===== src/rtl/matmul_bus_responder_pkg.sv =====
// Shared definitions for the matrix bus responder: element widths, address
// map bases, timeout sizing and the run-control state encoding.
package matmul_bus_responder_pkg;

    localparam int N           = 4;
    localparam int NUM_EL      = N * N;
    localparam int A_W         = 16;
    localparam int B_W         = 8;
    localparam int R_W         = 32;
    localparam int TIMEOUT_CYC = 1024;

    localparam int                CNT_W    = $clog2(TIMEOUT_CYC);
    localparam logic [CNT_W-1:0]  CNT_LAST = CNT_W'(TIMEOUT_CYC - 1);

    localparam logic [5:0] A_BASE = 6'd0;
    localparam logic [5:0] B_BASE = 6'd32;
    localparam logic [5:0] R_BASE = 6'd48;

    typedef enum logic [1:0] {
        IDLE = 2'd0,
        RUN  = 2'd1,
        DONE = 2'd2
    } state_e;

endpackage


===== src/rtl/matmul_run_ctrl.sv =====
// Run controller: IDLE/RUN/DONE sequencing, core start pulse, timeout
// counter and sticky timeout error.
module matmul_run_ctrl
    import matmul_bus_responder_pkg::*;
(
    input  logic   clk,
    input  logic   rst,
    input  logic   start_i,
    input  logic   core_done_i,
    input  logic   wr_accept_i,
    output state_e state_o,
    output logic   core_start_o,
    output logic   capture_o,
    output logic   ready_o,
    output logic   done_o,
    output logic   err_o
);

    state_e           state_q, state_d;
    logic [CNT_W-1:0] cnt_q, cnt_d;
    logic             core_start_q, core_start_d;
    logic             err_q, err_d;

    // State, timeout counter, start pulse and sticky error registers
    always_ff @(posedge clk) begin
        if (rst) begin
            state_q      <= IDLE;
            cnt_q        <= '0;
            core_start_q <= 1'b0;
            err_q        <= 1'b0;
        end else begin
            state_q      <= state_d;
            cnt_q        <= cnt_d;
            core_start_q <= core_start_d;
            err_q        <= err_d;
        end
    end

    // Next state: start launches a run, completion captures, timeout aborts
    always_comb begin
        state_d      = state_q;
        cnt_d        = cnt_q;
        core_start_d = 1'b0;
        err_d        = err_q;
        capture_o    = 1'b0;
        case (state_q)
            IDLE, DONE: begin
                if (start_i) begin
                    state_d      = RUN;
                    cnt_d        = '0;
                    core_start_d = 1'b1;
                end else if ((state_q == DONE) && wr_accept_i) begin
                    state_d = IDLE;
                end
            end
            RUN: begin
                if (core_done_i) begin
                    capture_o = 1'b1;
                    state_d   = DONE;
                end else if (cnt_q == CNT_LAST) begin
                    err_d   = 1'b1;
                    state_d = DONE;
                end else begin
                    cnt_d = cnt_q + 1'b1;
                end
            end
            default: state_d = IDLE;
        endcase
    end

    assign state_o      = state_q;
    assign core_start_o = core_start_q;
    assign ready_o      = (state_q != RUN);
    assign done_o       = (state_q == DONE);
    assign err_o        = err_q;

endmodule


===== src/rtl/matmul_bus_responder.sv =====
// Byte-addressed register bank between the 8-bit host bus and the 4x4
// systolic core: A/B operand storage, result capture and a paged result
// read window. Optional macro PAGED_RESULT_EN makes the page register
// writable; without it only result row 0 is visible on the bus.
module matmul_bus_responder
    import matmul_bus_responder_pkg::*;
(
    input  logic                  clk,
    input  logic                  rst,
    input  logic [7:0]            data_in,
    output logic [7:0]            data_out,
    input  logic [5:0]            addr,
    input  logic                  write_en,
    input  logic                  read_en,
    input  logic                  start,
    output logic                  ready,
    output logic                  done,
    output logic                  core_start,
    input  logic                  core_done,
    output logic [NUM_EL*A_W-1:0] a_flat,
    output logic [NUM_EL*B_W-1:0] b_flat,
    input  logic [NUM_EL*R_W-1:0] r_flat,
    output logic                  err
);

    logic [A_W-1:0] a_q [NUM_EL];
    logic [B_W-1:0] b_q [NUM_EL];
    logic [R_W-1:0] r_q [NUM_EL];
    logic [7:0]     data_out_q;
    logic [1:0]     page;
    state_e         state;
    logic           capture, wr_ok, wr_accept;
    logic           sel_a, sel_b, sel_r;
    logic [4:0]     a_byte;
    logic [3:0]     b_el, r_k;
    logic [R_W-1:0] r_word;
    logic [7:0]     rd_byte;

    // Region decode; offsets are truncated to the width each region spans
    assign a_byte = 5'(addr - A_BASE);
    assign b_el   = 4'(addr - B_BASE);
    assign r_k    = 4'(addr - R_BASE);
    assign sel_a  = (addr < B_BASE);
    assign sel_b  = !sel_a && (addr < R_BASE);
    assign sel_r  = !sel_a && !sel_b;
    assign wr_ok  = write_en && (state != RUN);

`ifdef PAGED_RESULT_EN
    logic [1:0] page_q;

    assign wr_accept = wr_ok;

    // Result window page register, written through the result address range
    always_ff @(posedge clk) begin
        if (rst) begin
            page_q <= 2'd0;
        end else if (wr_ok && sel_r) begin
            page_q <= data_in[1:0];
        end
    end

    assign page = page_q;
`else
    // Result-window writes are dropped and do not count as accepted writes
    assign wr_accept = wr_ok && !sel_r;
    assign page      = 2'd0;
`endif

    matmul_run_ctrl u_run_ctrl (
        .clk          (clk),
        .rst          (rst),
        .start_i      (start),
        .core_done_i  (core_done),
        .wr_accept_i  (wr_accept),
        .state_o      (state),
        .core_start_o (core_start),
        .capture_o    (capture),
        .ready_o      (ready),
        .done_o       (done),
        .err_o        (err)
    );

    // Operand storage from host writes; result storage from core completion
    always_ff @(posedge clk) begin
        if (rst) begin
            for (int e = 0; e < NUM_EL; e++) begin
                a_q[e] <= '0;
                b_q[e] <= '0;
                r_q[e] <= '0;
            end
        end else begin
            if (wr_ok && sel_a) begin
                if (a_byte[0]) begin
                    a_q[a_byte[4:1]][A_W-1:8] <= data_in;
                end else begin
                    a_q[a_byte[4:1]][7:0] <= data_in;
                end
            end
            if (wr_ok && sel_b) begin
                b_q[b_el] <= data_in;
            end
            if (capture) begin
                for (int e = 0; e < NUM_EL; e++) begin
                    r_q[e] <= r_flat[e*R_W +: R_W];
                end
            end
        end
    end

    assign r_word = r_q[{page, r_k[3:2]}];

    // Read mux: selects the addressed byte of A, B or the paged result window
    always_comb begin
        rd_byte = r_word[{r_k[1:0], 3'b000} +: 8];
        if (sel_a) begin
            rd_byte = a_byte[0] ? a_q[a_byte[4:1]][A_W-1:8] : a_q[a_byte[4:1]][7:0];
        end else if (sel_b) begin
            rd_byte = b_q[b_el];
        end
    end

    // Registered read data; a simultaneous write takes priority over the read
    always_ff @(posedge clk) begin
        if (rst) begin
            data_out_q <= 8'h00;
        end else if (read_en && !write_en) begin
            data_out_q <= rd_byte;
        end
    end

    assign data_out = data_out_q;

    for (genvar g = 0; g < NUM_EL; g++) begin : g_flat
        assign a_flat[g*A_W +: A_W] = a_q[g];
        assign b_flat[g*B_W +: B_W] = b_q[g];
    end

endmodule


===== config.mk =====
export PLATFORM = sky130hd
export DESIGN_NAME = matmul_bus_responder
export DESIGN_NICKNAME = d
export VERILOG_FILES = /design/src/rtl/matmul_bus_responder_pkg.sv /design/src/rtl/matmul_run_ctrl.sv /design/src/rtl/matmul_bus_responder.sv
export SDC_FILE = /design/constraint.sdc
export NUM_CORES = 1
export LEC_CHECK = 0
export CORE_AREA = 2 2 366 368
export CTS_CLUSTER_DIAMETER = 60
export DETAILED_ROUTE_END_ITERATION = 8
export DIE_AREA = 0 0 368 370
export PLACE_DENSITY_LB_ADDON = 0.2
export SYNTH_ARGS = -nofsm -noshare
export SYNTH_HDL_FRONTEND = slang
export SYNTH_SLANG_ARGS = --single-unit

===== constraint.sdc =====
create_clock -name clk -period 4.7 [get_ports clk]
set_clock_uncertainty 0.15 [all_clocks]
set_input_delay 0.705 -clock clk [delete_from_list [all_inputs] [get_ports clk]]
set_output_delay 0.705 -clock clk [all_outputs]
set_load 0.02 [all_outputs]

# Yosys cells after proc, flatten, opt, wreduce, memory -nomap -nowiden
# Memories as Yosys holds them, arrays and structs flattened.
# Index checks and enable logic that the tools add are counted.
dict set report totals {
  ff_bits 22
  ramBits 896
  out_inout_bits 396
  word_cells 115
  mem_count 3
}
dict set report op_classes {
  addsub 3
  order_cmp 2
  eq_ne 9
  shifts 1
  n_mux 53
  bitwise 18
  reduce_logical 21
}
# memory depth width read_ports rd_ports_with_merged_regs write_ports line_no
set memory_table {}
lappend memory_table {r_q 16 32 1 0 16 matmul_bus_responder.sv:28} ;# logic [R_W-1:0] r_q [NUM_EL];
lappend memory_table {a_q 16 16 17 0 16 matmul_bus_responder.sv:26} ;# logic [A_W-1:0] a_q [NUM_EL];
lappend memory_table {b_q 16 8 17 0 16 matmul_bus_responder.sv:27} ;# logic [B_W-1:0] b_q [NUM_EL];
# operator n
set op_table {}
lappend op_table {{$mux 32} 16}
lappend op_table {{$mux 8} 4}
lappend op_table {{$shiftx 32x6->8} 1}
lappend op_table {{$mux 10} 3}
lappend op_table {{$mux 1} 20}
lappend op_table {{$pmux 10 s2} 1}
lappend op_table {{$mux 16} 1}
lappend op_table {{$or 1x1->1} 16}
lappend op_table {{$reduce_or 16->1} 1}
lappend op_table {{$lt 6x6->1 const B} 2}
lappend op_table {{$add 10x1->10 const B} 1}
lappend op_table {{$eq 10x10->1 const B} 1}
lappend op_table {{$mux 2} 5}
lappend op_table {{$logic_and 1x1->1} 8}
lappend op_table {{$mux 4} 2}
lappend op_table {{$reduce_or 8->1} 1}
lappend op_table {{$sub 4x1->4 const B} 2}
lappend op_table {{$ne 2x2->1 const B} 3}
lappend op_table {{$ne 3x2->1 const B} 2}
lappend op_table {{$logic_not 1->1} 4}
lappend op_table {{$pmux 2 s2} 1}
lappend op_table {{$reduce_and 4->1} 1}
lappend op_table {{$reduce_or 2->1} 2}
lappend op_table {{$reduce_and 3->1} 1}
lappend op_table {{other kinds (7)} 8}

# Depth between registers and ports, before layout
# Gate-level depths: netlist (run 1).
dict set report depth {
  ltp_word 11
  mapped_depth 9
  mapped_depth_nobuf 6
}

# Hierarchy
# From an unflattened synthesis (run 1), not the netlist that was laid out.
dict set report unflattened {
  cells_unflattened 1693
  area_unflattened_um2 24707.4
}
# module instances cells_per_inst area_each_um2 seq_area_each_um2
set modules_own_cells {}
lappend modules_own_cells {matmul_bus_responder 1 1604 23926.7 15534.9}
lappend modules_own_cells {matmul_run_ctrl 1 89 780.7 280.3}

# Worst setup path after synthesis (run 1)
# No wires, ideal clock.
dict set report synth_path {
  path_kind {input port to flip-flop}
  start {input port rst}
  end {memory r_q[0][0], enable pin}
  setup_ns 0.510
  arrival_time_ns 4.121
  required_time_ns 4.040
  setup_slack_ns -0.081
  path_stages 3
  n_path_buf 2
  cell_sequence {buf_6 -> buf_2 -> nand2b_1}
}
# item line_no
set synth_lines {}
lappend synth_lines {{from (decl)} matmul_bus_responder.sv:9} ;# input logic rst,
lappend synth_lines {{to (decl)} matmul_bus_responder.sv:28}

# Worst setup path after layout (run 1)
dict set report layout_path {
  start {register u_run_ctrl.state_q[0], in the netlist u_run_ctrl.state_o[0]}
  end {output port ready}
}
dict set report layout_between {
  elab_chain_len 1
}
# item line_no
set layout_lines {}
lappend layout_lines {{from (decl)} matmul_run_ctrl.sv:19} ;# state_e state_q, state_d;
lappend layout_lines {{from (signal assigned)} matmul_run_ctrl.sv:32} ;# state_q <= state_d;
lappend layout_lines {{$ne 2x1->1} matmul_run_ctrl.sv:73} ;# assign ready_o = (state_q != RUN);
lappend layout_lines {{to (decl)} matmul_bus_responder.sv:16} ;# output logic ready,
# Every way passes these cells.

==> flow_metrics.tcl, run 1 <==
set metrics [dict create \
    peakVddDrop_mv 0.242 \
    status "finished, final reports clean" \
    dp_hpwl_um 79300 \
    antenna_found_initial 10 \
    worst_slew_pin_slew_ns 1.01 \
    die_area_um2 136000 \
    wl_per_cell_um 25.5 \
    synthCells 1687 \
    rows 134 \
    fillers 13709 \
    slew_viol_final 0 \
    yosysSeqAreaShare 0.634 \
    viasPerCell 4.03 \
    cts_tree "done" \
    ant_nets 0 \
    clk_pin_slew_ns 0.05 \
    clockRootBuffer "clkbuf_16" \
    post-route-util 0.263 \
    grt_max_degree 129 \
    synth_most_common_cell "and2_1" \
    drive_above_1_share 0.161 \
    htree_num_levels 3 \
    synth_top_area_frac 0.616 \
    synth_fp_nets 2220 \
    gr-total-overflow 0 \
    multi_input_area_um2 8450 \
    post-cts-setup-buffer-count 0 \
    worstPathArrival_ns 2.64 \
    grt_pass1_wl_um 142000 \
    synth_common_cells "and2_1 (514), edfxtp_1 (512), mux4_2 (103), clkbuf_1 (66), nor2_1 (62)" \
    placed_area_um2 32400 \
    cts_buffers 72 \
    start_util 0.188 \
    fmaxAchievable_mhz 286 \
    core_um2 132000 \
    cts_resized 0 \
    drt-total-wl_um 104000 \
    critPathCaptureType "primary output" \
    setup_viol 0 \
    ioPinCount 928 \
    synth.distinct_cells 59 \
    cts_buffer_depth 3 \
    min-delay-path-class "flip-flop to flip-flop" \
    start_kind "flip-flop" \
    drv_cap 0 \
    io_buffer_count 543 \
    seqCellArea_um2 15800 \
    slew_headroom 0.324 \
    synth-seq-cells 534 \
    p_leak_nw 12.4 \
    crit_type "flip-flop to primary output" \
    p_per_area_nw_per_um2 357 \
    synthArstFlopShare 0 \
    grt_pass1_vias 17248 \
    dr.pass1.iters 5 \
    fin_crit_ns 3.49 \
    synth_edf_count 512 \
    ys_top_cells_by_area "edfxtp_1 (62%), and2_1 (13%), mux4_2 (9.3%)" \
    grt_use_total 0.151 \
    synth_top_area_cell "edfxtp_1" \
    worst_slack_ns 1.21 \
    die_w_um 368 \
    nets 2790 \
    vias 16466 \
    synth_ff_type "edfxtp_1" \
    final_area_um2 34800 \
    syn_area_um2 24900 \
    hold_viol 0 \
    clkLatencyLatePin_ns 0.68 \
    r2r_setup_slack_ns 1.42 \
    gp_congestion 0.804 \
    rsz0062_at_grt "false" \
    min_period_over_period 0.743 \
    timing.hold.ws_ns 0.301 \
    postCtsHoldBufs 0 \
    preCtsSetupSlack_ns 0.625 \
    cp_max_fo 8 \
    drt_iter0_drc 1219 \
    fin_tns_setup_ns 0 \
    die_h_um 370 \
    critPathRequiredTime_ns 3.85 \
    syn-mean-instance-area_um2 14.8 \
    yosysWarnings 0 \
    area_delta_synth_final_pct 39.6 \
    clkSinkCount 534 \
    drc 0 \
]
[state kept, by name, summed over array words and instances, names as in the netlist]
signal                   count
r_q                        128
u_run_ctrl.err_o             1
b_q                        128
u_run_ctrl.core_start_o      1
a_q                        256
u_run_ctrl.state_o           2
u_run_ctrl.cnt_q            10
data_out                     8
[metal layers]
layer	wire (um)	vias up	track usage
met5	58	-	0
met4	2730	10	0.0455
met3	8820	121	0.0490
met2	48800	645	0.243
met1	44000	8324	0.191
li1	-	7366	-
[kinds of logic (layout without fill, tap and decap cells)]
| family | count (synthesis) | after routing | synth area share |
|---|---|---|---|
| AOI/OAI and AO/OA | 86 | 86 | 0.0237 |
| xor gates and xnor gates | 3 | 3 | 0.00105 |
| adders and majority gates | 1 | 1 | 0.000502 |
| buffers and inverters | 125 | 750 | 0.0279 |
| DFF | 534 | 534 | 0.634 |
| muxes | 178 | 178 | 0.129 |
| other | 0 | 7 | 0 |
| and+or+nand+nor | 760 | 760 | 0.183 |
[layout by cell type (no fill, tap or decap), drive strengths merged, types with 18 or more instances in the layout]
cell	n
a21oi	20
and2	514
buf	86
clkbuf	88
clkdlybuf4s50	529
clkinv	24
dfxtp	22
edfxtp	512
inv	18
mux2i	59
mux4	112
nand2	33
nand3	29
nor2	62
nor3	23
or2	50
[power by group]
group | leakage, nW | internal (mW) | switching [mW]
clock network | 1.15 | 3.19 | 2.24
logic | 5.81 | 0.601 | 0.837
registers | 5.40 | 5.43 | 0.135
[worst paths after layout]
kind	from	endpoint	cells after the start
hold / removal	u_run_ctrl.err_o	u_run_ctrl.err_o	2
setup reg to reg	u_run_ctrl.state_o[0]	r_q[3][30]	4
setup / recovery	u_run_ctrl.state_o[0]	ready	3
hold reg to reg	u_run_ctrl.err_o	u_run_ctrl.err_o	2
[critical path, cell delays in order (launching register included)]
cell and delay, ns:
dfxtp_1 0.37, nor2b_1 0.81, inv_1 0.16, clkdlybuf4s50_1 0.64
[through the flow]
step                      total power [mW]  instances
after floorplan                       6.29       1687
after global placement                7.14       3951
after detailed placement              7.14       3951
after CTS                             12.6       4080
after global routing                  12.8       4081
final                                 12.4       4087
[cell type report]
| cell class | instances | area share |
|---|---|---|
| clock inverters | 42 | 0.0118 |
| well taps | 1768 | 0.0636 |
| inverters | 5 | 0.000539 |
| diodes | 7 | 0.000503 |
| repair buffers | 616 | 0.171 |
| multi-input cells | 1028 | 0.243 |
| flip-flops and latches | 534 | 0.454 |
| clock buffers | 87 | 0.0555 |
No activity file was read; power rests on OpenSTA's default activity.
==> inputs of run 2 (changes only) <==
--- a/config.mk
+++ b/config.mk
@@ -5,10 +5,10 @@
 export SDC_FILE = /design/constraint.sdc
 export NUM_CORES = 1
 export LEC_CHECK = 0
-export CORE_AREA = 2 2 366 368
+export CORE_AREA = 2 2 360 362
 export CTS_CLUSTER_DIAMETER = 60
 export DETAILED_ROUTE_END_ITERATION = 8
-export DIE_AREA = 0 0 368 370
+export DIE_AREA = 0 0 362 364
 export PLACE_DENSITY_LB_ADDON = 0.2
 export SYNTH_ARGS = -nofsm -noshare
 export SYNTH_HDL_FRONTEND = slang
==> constraint.sdc (replaced) <==
create_clock -name clk -period 3.3 [get_ports clk]
set_clock_uncertainty 0.15 [all_clocks]
set_input_delay 0.495 -clock clk [delete_from_list [all_inputs] [get_ports clk]]
set_output_delay 0.495 -clock clk [all_outputs]
set_load 0.02 [all_outputs]
==> run 2 against run 1 <==
Effect of this change: clock power up 52%; global-route usage up 0.69 points; sequential power up 42%; die area down 3.2%; flip-flop and latch count unchanged; first-iteration DRC count up 2.5%; setup slack worse by 0.59 ns; final area up 2.0%; cell count down 0.44%; clock-buffer cell count up 2; via count up 2.5%; sequential share of layout area down 0.90 points; critical path type unchanged; largest cell class unchanged.
==> flow_metrics.tcl, run 2 (synthesized netlist as in run 1, its figures left out) <==
set metrics [dict create \
    status "finished, final reports clean" \
    cts_buffers 75 \
    area_delta_synth_final_pct 42.4 \
    post-cts-setup-buffer-count 0 \
    slew_headroom 0.402 \
    internal_power_mw 13.6 \
    largest_reg_flops 256 \
    min-delay-path-class "input pin to flip-flop" \
    grt_use_total 0.158 \
    grt_use_met3 0.0542 \
    start_util 0.194 \
    worst_slack_ns 0.618 \
    peakVddDrop_mv 0.331 \
    most-common-layout-cells "clkdlybuf4s50_1 (529), and2_1 (514), edfxtp_1 (512)" \
    ant_nets 0 \
    setup_viol 0 \
    instances_no_fill 4069 \
    crit_slowest_cell "clkdlybuf4s50_1" \
    ioPinCount 928 \
    hold_viol 0 \
    dr.pass1.iters 5 \
    rsz0062_at_grt "false" \
    start_kind "flip-flop" \
    p_seq_frac 0.433 \
    crit_type "flip-flop to primary output" \
    p_sw_frac 0.255 \
    nets 2861 \
    p_per_area_nw_per_um2 515 \
    clockPowerShare 0.451 \
    top_regs "a_q: 256 flops, b_q: 128 flops, r_q: 128 flops" \
    grt_pass1_vias 17670 \
    use_met2 0.254 \
    p_leak_nw 12.8 \
    cts_tree "done" \
    drt_iter0_drc 1250 \
    drc 0 \
    power_mw 18.3 \
    drv_cap 0 \
    fmaxAchievable_mhz 373 \
    core_um2 128000 \
    clkSinkCount 534 \
    wl_per_cell_um 26.0 \
    layout_commonest_cell "clkdlybuf4s50_1" \
    drt-total-wl_um 106000 \
    timing.hold.ws_ns 0.157 \
    dp_hpwl_um 81300 \
    die_w_um 362 \
    worstPathArrival_ns 2.04 \
    postCtsHoldBufs 0 \
    rows 132 \
    power_frac_comb 0.116 \
    gp_congestion 0.822 \
    worst_slew_pin_slew_ns 0.898 \
    critPathRequiredTime_ns 2.65 \
    met1_usage 0.197 \
    cts_buffer_depth 3 \
    antenna_found_initial 18 \
    io_buffer_count 543 \
    fin_crit_ns 2.68 \
    critPathCaptureType "primary output" \
    fillers 13039 \
    clockRootBuffer "clkbuf_16" \
    drive_above_1_share 0.187 \
    max_stage_delay_ns 0.59 \
    slew_viol_final 0 \
    die_area_um2 132000 \
    p_switching_mw 4.67 \
    clk_pin_slew_ns 0.06 \
    min_period_over_period 0.813 \
    htree_num_levels 3 \
    cp_max_fo 8 \
    path_cells "nor2b_1, buf_4, inv_1, clkdlybuf4s50_1" \
    vias 16870 \
    clkLatencyLatePin_ns 0.65 \
    grt_max_degree 66 \
    top_register "a_q" \
    busiest_layer "met2" \
    preCtsSetupSlack_ns -0.0580 \
    gr-total-overflow 0 \
    viasPerCell 4.15 \
    fin_tns_setup_ns 0 \
    cts_resized 0 \
    die_h_um 364 \
    grt_pass1_wl_um 144000 \
    placed_cells 3926 \
]
[run 2: final cells by class]
cell class | count | area (um2) | share of cell area
diodes | 4 | 10.0 | 0.000282
clock buffers | 89 | 2010 | 0.0567
clock inverters | 50 | 520 | 0.0147
inverters | 5 | 18.8 | 0.000528
multi-input cells | 1028 | 8450 | 0.238
flip-flops and latches | 534 | 15800 | 0.445
well taps | 1675 | 2100 | 0.0590
repair buffers | 684 | 6590 | 0.186
[run 2: through the flow]
step / instance area (um2) / util
after global placement: 33000 / 0.257
after floorplan: 24900 / -
after CTS: 35500 / 0.277
after detailed placement: 33000 / 0.257
final: 35500 / 0.277
after global routing: 35500 / 0.277
[run 2: path summary, 6_finish.rpt]
| check | startpoint | to | slack, ns | cells after the start |
|---|---|---|---|---|
| setup reg to reg | u_run_ctrl.state_o[0] | a_q[9][14] | 0.72 | 6 |
| hold reg to reg | u_run_ctrl.err_o | u_run_ctrl.err_o | 0.30 | 2 |
| hold / removal | data_in[7] | a_q[4][7] | 0.16 | 2 |
| setup / recovery | u_run_ctrl.state_o[0] | ready | 0.62 | 4 |
[run 2: critical path: cells and delay by family (launching register included)]
kind          cells  cell delay (ns)
buf+inv           3             0.88
flops             1             0.37
simple gates      1             0.16
[run 2: routing by layer]
| layer | share of wire | up-vias |
|---|---|---|
| met2 | 0.46 | 699 |
| met4 | 0.028 | 14 |
| met3 | 0.095 | 135 |
| met1 | 0.41 | 8511 |
| met5 | 0.00084 | - |
| li1 | - | 7511 |
[run 2: power groups by stage]
| stage | sequential [mW] | clock (mW) | combinational [mW] |
|---|---|---|---|
| floorplan | 8.23 | 0 | 0.719 |
| global placement | 8.05 | 0 | 2.17 |
| detailed placement | 8.07 | 0 | 2.17 |
| CTS | 7.93 | 8.47 | 2.18 |
| global route | 7.95 | 8.73 | 2.25 |
| finish | 7.92 | 8.25 | 2.12 |
==> inputs of run 3 (changes only) <==
==> constraint.sdc (replaced) <==
create_clock -name clk -period 2.7 [get_ports clk]
set_clock_uncertainty 0.15 [all_clocks]
set_input_delay 0.405 -clock clk [delete_from_list [all_inputs] [get_ports clk]]
set_output_delay 0.405 -clock clk [all_outputs]
set_load 0.02 [all_outputs]
==> run 3 against run 2 <==
Effect of this change: critical path depth rose by 3; via count grew 0.47%; critical endpoint is now data_out[0]; clock-buffer cell count increased by 7; clock power up 18%; wire length increased by 0.30%; largest cell class unchanged; die area is the same; flip-flop and latch count unchanged; sequential share of layout area down 0.40 points; final area up 0.91%; cell count increased by 0.91%; register-to-register slack worse by 0.66 ns.
==> flow_metrics.tcl, run 3 (synthesized netlist as in run 1, its figures left out) <==
set metrics [dict create \
    status "finished, final reports clean" \
    io_buffer_count 543 \
    min-delay-path-class "input pin to flip-flop" \
    vias 16950 \
    cts_resized 2 \
    critPathCaptureType "flip-flop" \
    rsz0062_at_grt "false" \
    post-cts-setup-buffer-count 0 \
    timing.hold.ws_ns 0.256 \
    path_buf_inv 2 \
    die_w_um 362 \
    critPathRequiredTime_ns 3.07 \
    worst_slew_pin_slew_ns 0.972 \
    most-common-layout-cells "clkdlybuf4s50_1 (528), and2_1 (514), edfxtp_1 (512)" \
    worstHoldStart "data_in[4]" \
    p_sw_frac 0.255 \
    grt_pass1_vias 17882 \
    internal_power_mw 16.5 \
    htree_num_levels 3 \
    hold_path_depth 2 \
    top_regs "a_q: 256 flops, b_q: 128 flops, r_q: 128 flops" \
    setup_viol 0 \
    cts_tree "done" \
    clockRootBuffer "clkbuf_16" \
    top_register "a_q" \
    cts_buffers 75 \
    ioPinCount 928 \
    grt_max_degree 74 \
    ant_nets 0 \
    fillers 13153 \
    placed_area_um2 33400 \
    crit_slowest_cell "mux2i_1" \
    clk_pin_slew_ns 0.06 \
    drc 0 \
    p_per_area_nw_per_um2 618 \
    grt_pass1_wl_um 143000 \
    grt_use_total 0.157 \
    p_switching_mw 5.64 \
    slew_viol_final 0 \
    dp_hpwl_um 82100 \
    worstPathArrival_ns 3.00 \
    min_to "a_q[1][12]" \
    crit_top_cell "buf_4" \
    timing.rr.start "a_q[12][0]" \
    largest_reg_flops 256 \
    power_mw 22.1 \
    start_util 0.194 \
    drive_above_1_share 0.198 \
    peakVddDrop_mv 0.396 \
    path_cells "mux4_2, mux2i_1, buf_4, o21ai_0, a211oi_1, buf_4, nor3_1" \
    wl_per_cell_um 25.8 \
    r2r-end "data_out[0]" \
    drt_iter0_drc 1304 \
    crit_type "flip-flop to flip-flop" \
    p_leak_nw 13.0 \
    die_h_um 364 \
    fmaxAchievable_mhz 379 \
    gp_congestion 0.819 \
    max_stage_delay_ns 0.54 \
    dr.pass1.iters 6 \
    cts_buffer_depth 3 \
    cp_max_fo 2 \
    rr_worst_depth 7 \
    power_frac_comb 0.121 \
    cp_top_family "multiplexers" \
    clkLatencyLatePin_ns 0.64 \
    nets 2903 \
    layout_commonest_cell "clkdlybuf4s50_1" \
    final_area_um2 35800 \
    drv_cap 0 \
    core_um2 128000 \
    fin_crit_ns 2.64 \
    slew_headroom 0.352 \
    antenna_found_initial 13 \
    start_kind "flip-flop" \
    die_area_um2 132000 \
    post-route-util 0.279 \
    viasPerCell 4.13 \
    instances_no_fill 4106 \
    min_period_over_period 0.976 \
    area_delta_synth_final_pct 43.7 \
    clockPowerShare 0.442 \
    rows 132 \
    postCtsHoldBufs 0 \
    gr-total-overflow 0 \
    hold_viol 0 \
    drt-total-wl_um 106000 \
    p_seq_frac 0.437 \
    r2r_setup_slack_ns 0.06 \
    placed_cells 3968 \
    clkSinkCount 534 \
]
## run 3: final cells by class
type	count	area, um2	area share
Inverter	5	18.8	0.000524
Sequential cell	534	15800	0.441
Multi-Input combinational cell	1028	8450	0.236
Antenna cell	4	10.0	0.000279
Tap cell	1675	2100	0.0585
Clock inverter	38	387	0.0108
Timing Repair Buffer	726	7020	0.196
Clock buffer	96	2040	0.0569
## run 3: worst max-delay path by stage
| stage | startpoint | to | slack (ns) | cells past startpoint |
|---|---|---|---|---|
| final | a_q[12][0] | data_out[0] | 0.06 | 7 |
| after global routing | a_q[12][0] | data_out[0] | 0.01 | 7 |
| after CTS | a_q[12][0] | data_out[0] | 0.007 | 7 |
| after detailed placement | addr[2] | data_out[0] | -0.47 | 9 |
| after global placement | addr[2] | data_out[0] | -0.40 | 9 |
| after floorplan | addr[0] | a_q[15][0] | 0.39 | 7 |
## run 3: metrics by stage
stage	setup slack (ns)	TNS, ns
CTS	0.00697	0
global route	0.0105	0
finish	0.0647	0
floorplan	0.389	0
detailed placement	-0.472	-20.04
global placement	-0.402	-19.24
## run 3: per-layer routing
| metal | global-route usage | up-vias | share of wire |
|---|---|---|---|
| li1 | - | 7595 | - |
| met3 | 0.0532 | 144 | 0.087 |
| met2 | 0.252 | 684 | 0.46 |
| met4 | 0.0605 | 6 | 0.034 |
| met1 | 0.195 | 8521 | 0.42 |
| met5 | 0 | - | 0.00033 |
## run 3: power by group through the flow
stage | Sequential [mW] | Combinational [mW] | Clock [mW]
floorplan | 10.1 | 0.879 | 0
global placement | 9.84 | 2.73 | 0
detailed placement | 9.85 | 2.74 | 0
CTS | 9.69 | 2.74 | 10.0
global route | 9.71 | 2.83 | 10.3
finish | 9.68 | 2.68 | 9.77
